File: config.mk
export PLATFORM = sky130hd
export DESIGN_NAME = ram32k_word_arbiter_flat
export DESIGN_NICKNAME = d
export VERILOG_FILES = /design/src/rtl/ram32k_word_arbiter_if.sv /design/src/rtl/ram32k_word_arbiter.sv /design/src/flat_wrapper.sv
export SDC_FILE = /design/constraint.sdc
export NUM_CORES = 1
export LEC_CHECK = 0
export ABC_AREA = 1
export CORE_ASPECT_RATIO = 0.5
export CORE_MARGIN = 4
export CORE_UTILIZATION = 51
export CTS_BUF_LIST = sky130_fd_sc_hd__clkbuf_2
export DETAILED_ROUTE_END_ITERATION = 10
export DONT_BUFFER_PORTS = 1
export MAX_ROUTING_LAYER = met4
export PLACE_DENSITY = 0.68
export SYNTH_ARGS = -nofsm -noshare
export SYNTH_HDL_FRONTEND = slang
export SYNTH_SLANG_ARGS = --single-unit
File: constraint.sdc
create_clock -name clk -period 13.7 [get_ports clk]
set_input_delay 3.425 -clock clk [delete_from_list [all_inputs] [get_ports clk]]
set_output_delay 3.425 -clock clk [all_outputs]
set_load 0.005 [all_outputs]
File: src/rtl/ram32k_word_arbiter_if.sv
// rtl/ram32k_word_arbiter_if.sv - requester and RAM signal bundle for the word arbiter
interface ram32k_word_arbiter_if #(
  parameter int ADDR_W = 15
);
  logic              req0;
  logic              req1;
  logic              we0;
  logic              we1;
  logic [1:0]        size0;
  logic [1:0]        size1;
  logic [ADDR_W-1:0] addr0;
  logic [ADDR_W-1:0] addr1;
  logic [31:0]       wdata0;
  logic [31:0]       wdata1;
  logic              ack0;
  logic              ack1;
  logic [31:0]       rdata;
  logic              busy;
  logic [ADDR_W-1:0] ram_addr;
  logic [7:0]        ram_din;
  logic              ram_we;
  logic [7:0]        ram_dout;

  // Arbiter side: takes requests and RAM read data, drives acks and RAM controls
  modport slave (
    input  req0, req1, we0, we1, size0, size1, addr0, addr1, wdata0, wdata1, ram_dout,
    output ack0, ack1, rdata, busy, ram_addr, ram_din, ram_we
  );

  // Environment side: requesters plus the RAM itself
  modport master (
    output req0, req1, we0, we1, size0, size1, addr0, addr1, wdata0, wdata1, ram_dout,
    input  ack0, ack1, rdata, busy, ram_addr, ram_din, ram_we
  );
endinterface

File: src/rtl/ram32k_word_arbiter.sv
// rtl/ram32k_word_arbiter.sv - two-port byte/half/word access arbiter for a byte-wide RAM
module ram32k_word_arbiter #(
  parameter int ADDR_W = 15,
  parameter bit RR     = 1'b1
) (
  input  logic                    clk,
  input  logic                    rst,
  ram32k_word_arbiter_if.slave    bus
);

  typedef enum logic [1:0] {
    S_IDLE  = 2'd0,
    S_BEAT  = 2'd1,
    S_DRAIN = 2'd2,
    S_RESP  = 2'd3
  } state_t;

  state_t            r_state;
  state_t            w_next;

  logic              r_pref;      // round-robin preferred port
  logic              r_gnt;       // port owning the current transfer
  logic              r_we;
  logic [1:0]        r_beat;
  logic [1:0]        r_last;      // index of final beat (n-1)
  logic [ADDR_W-1:0] r_addr;
  logic [31:0]       r_wdata;
  logic [31:0]       r_rbuf;
  logic [31:0]       r_rdata;
  logic              r_ack0;
  logic              r_ack1;
  logic [ADDR_W-1:0] r_ram_addr;
  logic [7:0]        r_ram_din;
  logic              r_ram_we;

  logic              w_any;
  logic              w_win;
  logic              w_we;
  logic [1:0]        w_size;
  logic [1:0]        w_last;
  logic [ADDR_W-1:0] w_addr;
  logic [31:0]       w_wdata;
  logic [31:0]       w_rd_final;

  // Winner selection and mux of the winning port's request fields
  always_comb begin
    w_any   = bus.req0 | bus.req1;
    w_win   = (bus.req0 & bus.req1) ? (RR ? r_pref : 1'b0) : bus.req1;
    w_we    = w_win ? bus.we1    : bus.we0;
    w_size  = w_win ? bus.size1  : bus.size0;
    w_addr  = w_win ? bus.addr1  : bus.addr0;
    w_wdata = w_win ? bus.wdata1 : bus.wdata0;
    case (w_size)
      2'd0:    w_last = 2'd0;
      2'd1:    w_last = 2'd1;
      default: w_last = 2'd3;
    endcase
    // Last read byte arrives during DRAIN; merge it with the bytes already collected
    w_rd_final = r_rbuf | ({24'd0, bus.ram_dout} << {r_last, 3'b000});
  end

  // State register
  always_ff @(posedge clk or posedge rst) begin
    if (rst) r_state <= S_IDLE;
    else     r_state <= w_next;
  end

  // Next-state logic
  always_comb begin
    w_next = r_state;
    case (r_state)
      S_IDLE:  if (w_any) w_next = S_BEAT;
      S_BEAT:  if (r_beat == r_last) w_next = S_DRAIN;
      S_DRAIN: w_next = S_RESP;
      S_RESP:  w_next = S_IDLE;
      default: w_next = S_IDLE;
    endcase
  end

  // Grant latching, RAM beat sequencing, read assembly and ack generation
  always_ff @(posedge clk or posedge rst) begin
    if (rst) begin
      r_pref     <= 1'b0;
      r_gnt      <= 1'b0;
      r_we       <= 1'b0;
      r_beat     <= 2'd0;
      r_last     <= 2'd0;
      r_addr     <= '0;
      r_wdata    <= 32'd0;
      r_rbuf     <= 32'd0;
      r_rdata    <= 32'd0;
      r_ack0     <= 1'b0;
      r_ack1     <= 1'b0;
      r_ram_addr <= '0;
      r_ram_din  <= 8'd0;
      r_ram_we   <= 1'b0;
    end else begin
      r_ack0 <= 1'b0;
      r_ack1 <= 1'b0;
      case (r_state)
        S_IDLE: begin
          if (w_any) begin
            r_gnt      <= w_win;
            r_we       <= w_we;
            r_last     <= w_last;
            r_addr     <= w_addr;
            r_wdata    <= w_wdata;
            r_beat     <= 2'd0;
            r_rbuf     <= 32'd0;
            r_ram_addr <= w_addr;
            r_ram_din  <= w_wdata[7:0];
            r_ram_we   <= w_we;
            if (RR && bus.req0 && bus.req1) r_pref <= ~w_win;
          end
        end
        S_BEAT: begin
          // RAM output during beat k belongs to the address of beat k-1
          if (r_beat != 2'd0 && !r_we) r_rbuf[{r_beat - 2'd1, 3'b000} +: 8] <= bus.ram_dout;
          if (r_beat == r_last) begin
            r_ram_we <= 1'b0;
          end else begin
            r_beat     <= r_beat + 2'd1;
            r_ram_addr <= r_ram_addr + ADDR_W'(1);
            r_ram_din  <= r_wdata[{r_beat + 2'd1, 3'b000} +: 8];
          end
        end
        S_DRAIN: begin
          r_rdata <= r_we ? 32'd0 : w_rd_final;
          r_ack0  <= ~r_gnt;
          r_ack1  <= r_gnt;
        end
        default: ;
      endcase
    end
  end

  assign bus.ack0     = r_ack0;
  assign bus.ack1     = r_ack1;
  assign bus.rdata    = r_rdata;
  assign bus.busy     = (r_state != S_IDLE);
  assign bus.ram_addr = r_ram_addr;
  assign bus.ram_din  = r_ram_din;
  assign bus.ram_we   = r_ram_we;

endmodule

File: src/flat_wrapper.sv
// flat-port wrapper written by rule: the top's interface ports become plain ports
module ram32k_word_arbiter_flat 
#(
  parameter int ADDR_W = 15,
  parameter bit RR     = 1'b1
)
  (clk, rst, bus_req0, bus_req1, bus_we0, bus_we1, bus_size0, bus_size1, bus_addr0, bus_addr1, bus_wdata0, bus_wdata1, bus_ram_dout, bus_ack0, bus_ack1, bus_rdata, bus_busy, bus_ram_addr, bus_ram_din, bus_ram_we);
  ram32k_word_arbiter_if #(.ADDR_W(ADDR_W)) bus_i ();
  input  logic clk;
  input  logic rst;
  input wire logic [$bits(bus_i.req0)-1:0] bus_req0;
  input wire logic [$bits(bus_i.req1)-1:0] bus_req1;
  input wire logic [$bits(bus_i.we0)-1:0] bus_we0;
  input wire logic [$bits(bus_i.we1)-1:0] bus_we1;
  input wire logic [$bits(bus_i.size0)-1:0] bus_size0;
  input wire logic [$bits(bus_i.size1)-1:0] bus_size1;
  input wire logic [$bits(bus_i.addr0)-1:0] bus_addr0;
  input wire logic [$bits(bus_i.addr1)-1:0] bus_addr1;
  input wire logic [$bits(bus_i.wdata0)-1:0] bus_wdata0;
  input wire logic [$bits(bus_i.wdata1)-1:0] bus_wdata1;
  input wire logic [$bits(bus_i.ram_dout)-1:0] bus_ram_dout;
  output wire logic [$bits(bus_i.ack0)-1:0] bus_ack0;
  output wire logic [$bits(bus_i.ack1)-1:0] bus_ack1;
  output wire logic [$bits(bus_i.rdata)-1:0] bus_rdata;
  output wire logic [$bits(bus_i.busy)-1:0] bus_busy;
  output wire logic [$bits(bus_i.ram_addr)-1:0] bus_ram_addr;
  output wire logic [$bits(bus_i.ram_din)-1:0] bus_ram_din;
  output wire logic [$bits(bus_i.ram_we)-1:0] bus_ram_we;
  assign bus_i.req0 = bus_req0;
  assign bus_i.req1 = bus_req1;
  assign bus_i.we0 = bus_we0;
  assign bus_i.we1 = bus_we1;
  assign bus_i.size0 = bus_size0;
  assign bus_i.size1 = bus_size1;
  assign bus_i.addr0 = bus_addr0;
  assign bus_i.addr1 = bus_addr1;
  assign bus_i.wdata0 = bus_wdata0;
  assign bus_i.wdata1 = bus_wdata1;
  assign bus_i.ram_dout = bus_ram_dout;
  assign bus_ack0 = bus_i.ack0;
  assign bus_ack1 = bus_i.ack1;
  assign bus_rdata = bus_i.rdata;
  assign bus_busy = bus_i.busy;
  assign bus_ram_addr = bus_i.ram_addr;
  assign bus_ram_din = bus_i.ram_din;
  assign bus_ram_we = bus_i.ram_we;
  ram32k_word_arbiter #(.ADDR_W(ADDR_W), .RR(RR)) u_core (.clk(clk), .rst(rst), .bus(bus_i));
endmodule
==> flow_metrics.tcl <==
set metrics [dict create \
    finClkSkew_ns 0.0451 \
    yosysWarnings 0 \
    end_kind "primary output" \
    final_cells 1049 \
    final_common_cell "nand2_1" \
    crit_fanout 5 \
    yosys_register_bits 131 \
    status "complete, no violations" \
    place.gp.congestion 0.842 \
    via_count 5803 \
    setup_ws_ns 8.67 \
    final_cell_mix "nand2_1 (300), dfrtp_1 (131), nor2_1 (84)" \
    cts_root_buffer "clkbuf_2" \
    clock_latency_ns 0.68 \
    grt_max_degree 85 \
    worstMarginPinSlew_ns 1.09 \
    synth_cell_type_count 35 \
    grt_pass1_wl_mm 28.9 \
    postCtsSetupBuffers 0 \
    slew_headroom_pct 27.3 \
    ant_nets 0 \
    drcViolationCount 0 \
    fin_crit_ns 5.03 \
    max_freq_mhz 199 \
    p_switching_mw 0.732 \
    syn_inst 887 \
    synth_async_sr_flop_share_pct 100 \
    synth_area_um2 6890 \
    cpLargestDelayFamily "flip-flops" \
    power_mw 1.55 \
    synthesis.nets 1009 \
    via_per_inst 5.53 \
    slowest_stage "dfrtp_1" \
    htreeDepth 4 \
    final_hold_viol_count 0 \
    yosys-top-cells-area "dfrtp_1 (48%), nand2_1 (16%), o21ai_0 (5.9%), nor2_1 (4.6%), inv_1 (2.7%)" \
    required_ns 10.27 \
    drive_gt1_share_pct 7.74 \
    synth_edf_count 0 \
    timing.critical_path.buf_inv 2 \
    crit_type "flip-flop to primary output" \
    hpwl_mm 12.3 \
    antenna_found_initial 0 \
    first_global_vias 5618 \
    chipHeight_um 90.2 \
    finalSetupViolCount 0 \
    crit_path_max_incr_delay_ns 0.45 \
    register_area_um2 3280 \
    grt.total_usage_pct 23.8 \
    fin_nets 988 \
    synthDominantCellAreaShare_pct 47.6 \
    post_cts_resized 0 \
    dieArea_um2 15500 \
    tritoncts "yes" \
    path_clk_slew_ns 0.20 \
    diodes 0 \
    synth_top_cell_by_area "dfrtp_1" \
    ios 171 \
    cpMostUsedCell "inv_1" \
    ys.flop_type "dfrtp_1" \
    vdd_drop_max_mv 0.0757 \
    start_util_pct 53.3 \
    power_frac_clock_pct 15.2 \
    cts.path.max_buffers 2 \
    die_x_um 172 \
    cts_hold_buf 0 \
    cts_buffers 17 \
    grt-ovfl-total 0 \
    worst-endpoint-arrival_ns 1.61 \
    clkSinkCount 131 \
    hp-class "flip-flop to flip-flop" \
    power_density_nw_per_um2 218 \
    maxCapViolCount 0 \
    crit_path_start_kind "flip-flop" \
    p_int_mw 0.818 \
    fill_cells 1248 \
    area_growth_pct 3.16 \
    slew_viol_final 0 \
    pwr-share-comb_pct 42.5 \
    swShare_pct 47.2 \
    routed_wirelength_mm 17.7 \
    dr.pass1.iters 4 \
    seq_power_share_pct 42.3 \
    ys_seq_area_share_pct 47.6 \
    drt_iter0_markers 455 \
    finalCritPeriodShare_pct 36.7 \
    rsz0062_at_grt "false" \
    p_leak_nw 3.64 \
    setup_tns_ns 0 \
    avgSynthCellArea_um2 7.76 \
    worstPathCellList "inv_1, ha_1, inv_1" \
    drt-wirelength-per-cell_um 16.9 \
    coreArea_um2 12900 \
    port_buffers 0 \
    multi_input_area_um2 3140 \
    pre_cts_ws_ns 8.27 \
    placementRows 29 \
    dp_cells 1017 \
]
-- routing by layer --
layer / vias up / track usage (%) / wire, µm
met4: 0 / 7.33 / 299
li1: 2876 / - / -
met3: 26 / 5.04 / 1200
met5: - / - / 0
met2: 211 / 35.1 / 7880
met1: 2690 / 33.2 / 8370
-- path summary, 6_finish.rpt --
kind / from / end / slack [ns] / depth (start not counted)
min in group asynchronous: rst / u_core.r_wdata[10]$_DFFE_PP0P_ / 2.64 / 1
worst min register to register: u_core.r_wdata[27]$_DFFE_PP0P_ / u_core.r_wdata[27]$_DFFE_PP0P_ / 0.51 / 2
worst max-delay path: u_core.r_state[0]$_DFFE_PP0P_ / bus_busy / 8.67 / 3
worst max register to register: u_core.r_state[0]$_DFFE_PP0P_ / u_core.r_we$_DFFE_PP0P_ / 10.80 / 7
max in group asynchronous: rst / u_core.r_rbuf[31]$_DFFE_PP0P_ / 9.47 / 2
worst min-delay path: u_core.r_wdata[27]$_DFFE_PP0P_ / u_core.r_wdata[27]$_DFFE_PP0P_ / 0.51 / 2
-- power groups by stage --
stage	sequential (mW)	combinational (mW)	clock [mW]
finish	0.656	0.659	0.235
global route	0.678	0.757	0.260
CTS	0.658	0.663	0.242
detailed placement	0.666	0.661	0
global placement	0.667	0.642	0
floorplan	0.612	0.579	0
-- registers in the layout (all words and copies together), names as in the netlist --
name and flops:
u_core.r_state 2, u_core.r_last 2, u_core.bus.ack0 1, u_core.bus.ram_addr 15, u_core.r_beat 2, u_core.r_rbuf 32
u_core.bus.ack1 1, u_core.bus.ram_din 8, u_core.r_wdata 32, u_core.r_we 1, u_core.bus.rdata 32, u_core.r_pref 1
u_core.bus.ram_we 1, u_core.r_gnt 1
-- synth_stat cells, types with 2 or more instances --
cell type,n
nand2_1,300
dfrtp_1,131
nor2_1,84
o21ai_0,81
inv_1,49
o21ai_1,35
nand3_1,30
o31ai_1,24
o21bai_1,19
buf_2,15
a21oi_1,14
clkbuf_1,11
ha_1,10
a31o_2,8
a31oi_1,8
nor3_1,8
buf_6,7
inv_2,7
buf_4,5
nand2_4,5
nand3b_1,5
nand4_1,5
buf_1,4
nand3_2,4
clkinv_1,3
or2_2,3
xnor2_1,3
nor2_2,2
-- stage by stage --
step / hold slack, ns / instance area, µm² / utilization, %
floorplan: 0.426 / 6890 / -
global placement: 0.465 / 6870 / 53.2
detailed placement: 0.470 / 6870 / 53.2
CTS: 0.510 / 7100 / 55.0
global route: 0.532 / 7100 / 55.0
finish: 0.510 / 7100 / 55.0
-- worst min-delay path, cell delays in order, from the launching register on --
cell and delay [ns]:
dfrtp_1 0.39, nand2_1 0.05, o21ai_0 0.05
-- cells by family after synthesis --
kind of cell	after synthesis	synth area share, %
AO/OA/AOI/OAI	192	16.2
XOR/XNOR	3	0.382
adder cells (fa/ha/maj)	10	1.82
buffers and inverters	102	6.89
flip-flops	131	47.6
AND/OR/NAND/NOR	449	27.1
-- layout make-up --
type	count	share of cell area, %
well taps	170	2.99
flip-flops and latches	131	46.2
clock buffers	19	1.34
clock inverters	13	1.88
repair buffers	3	0.317
inverters	59	3.15
multi-input cells	654	44.2
Power figures use the tool's default switching activity.
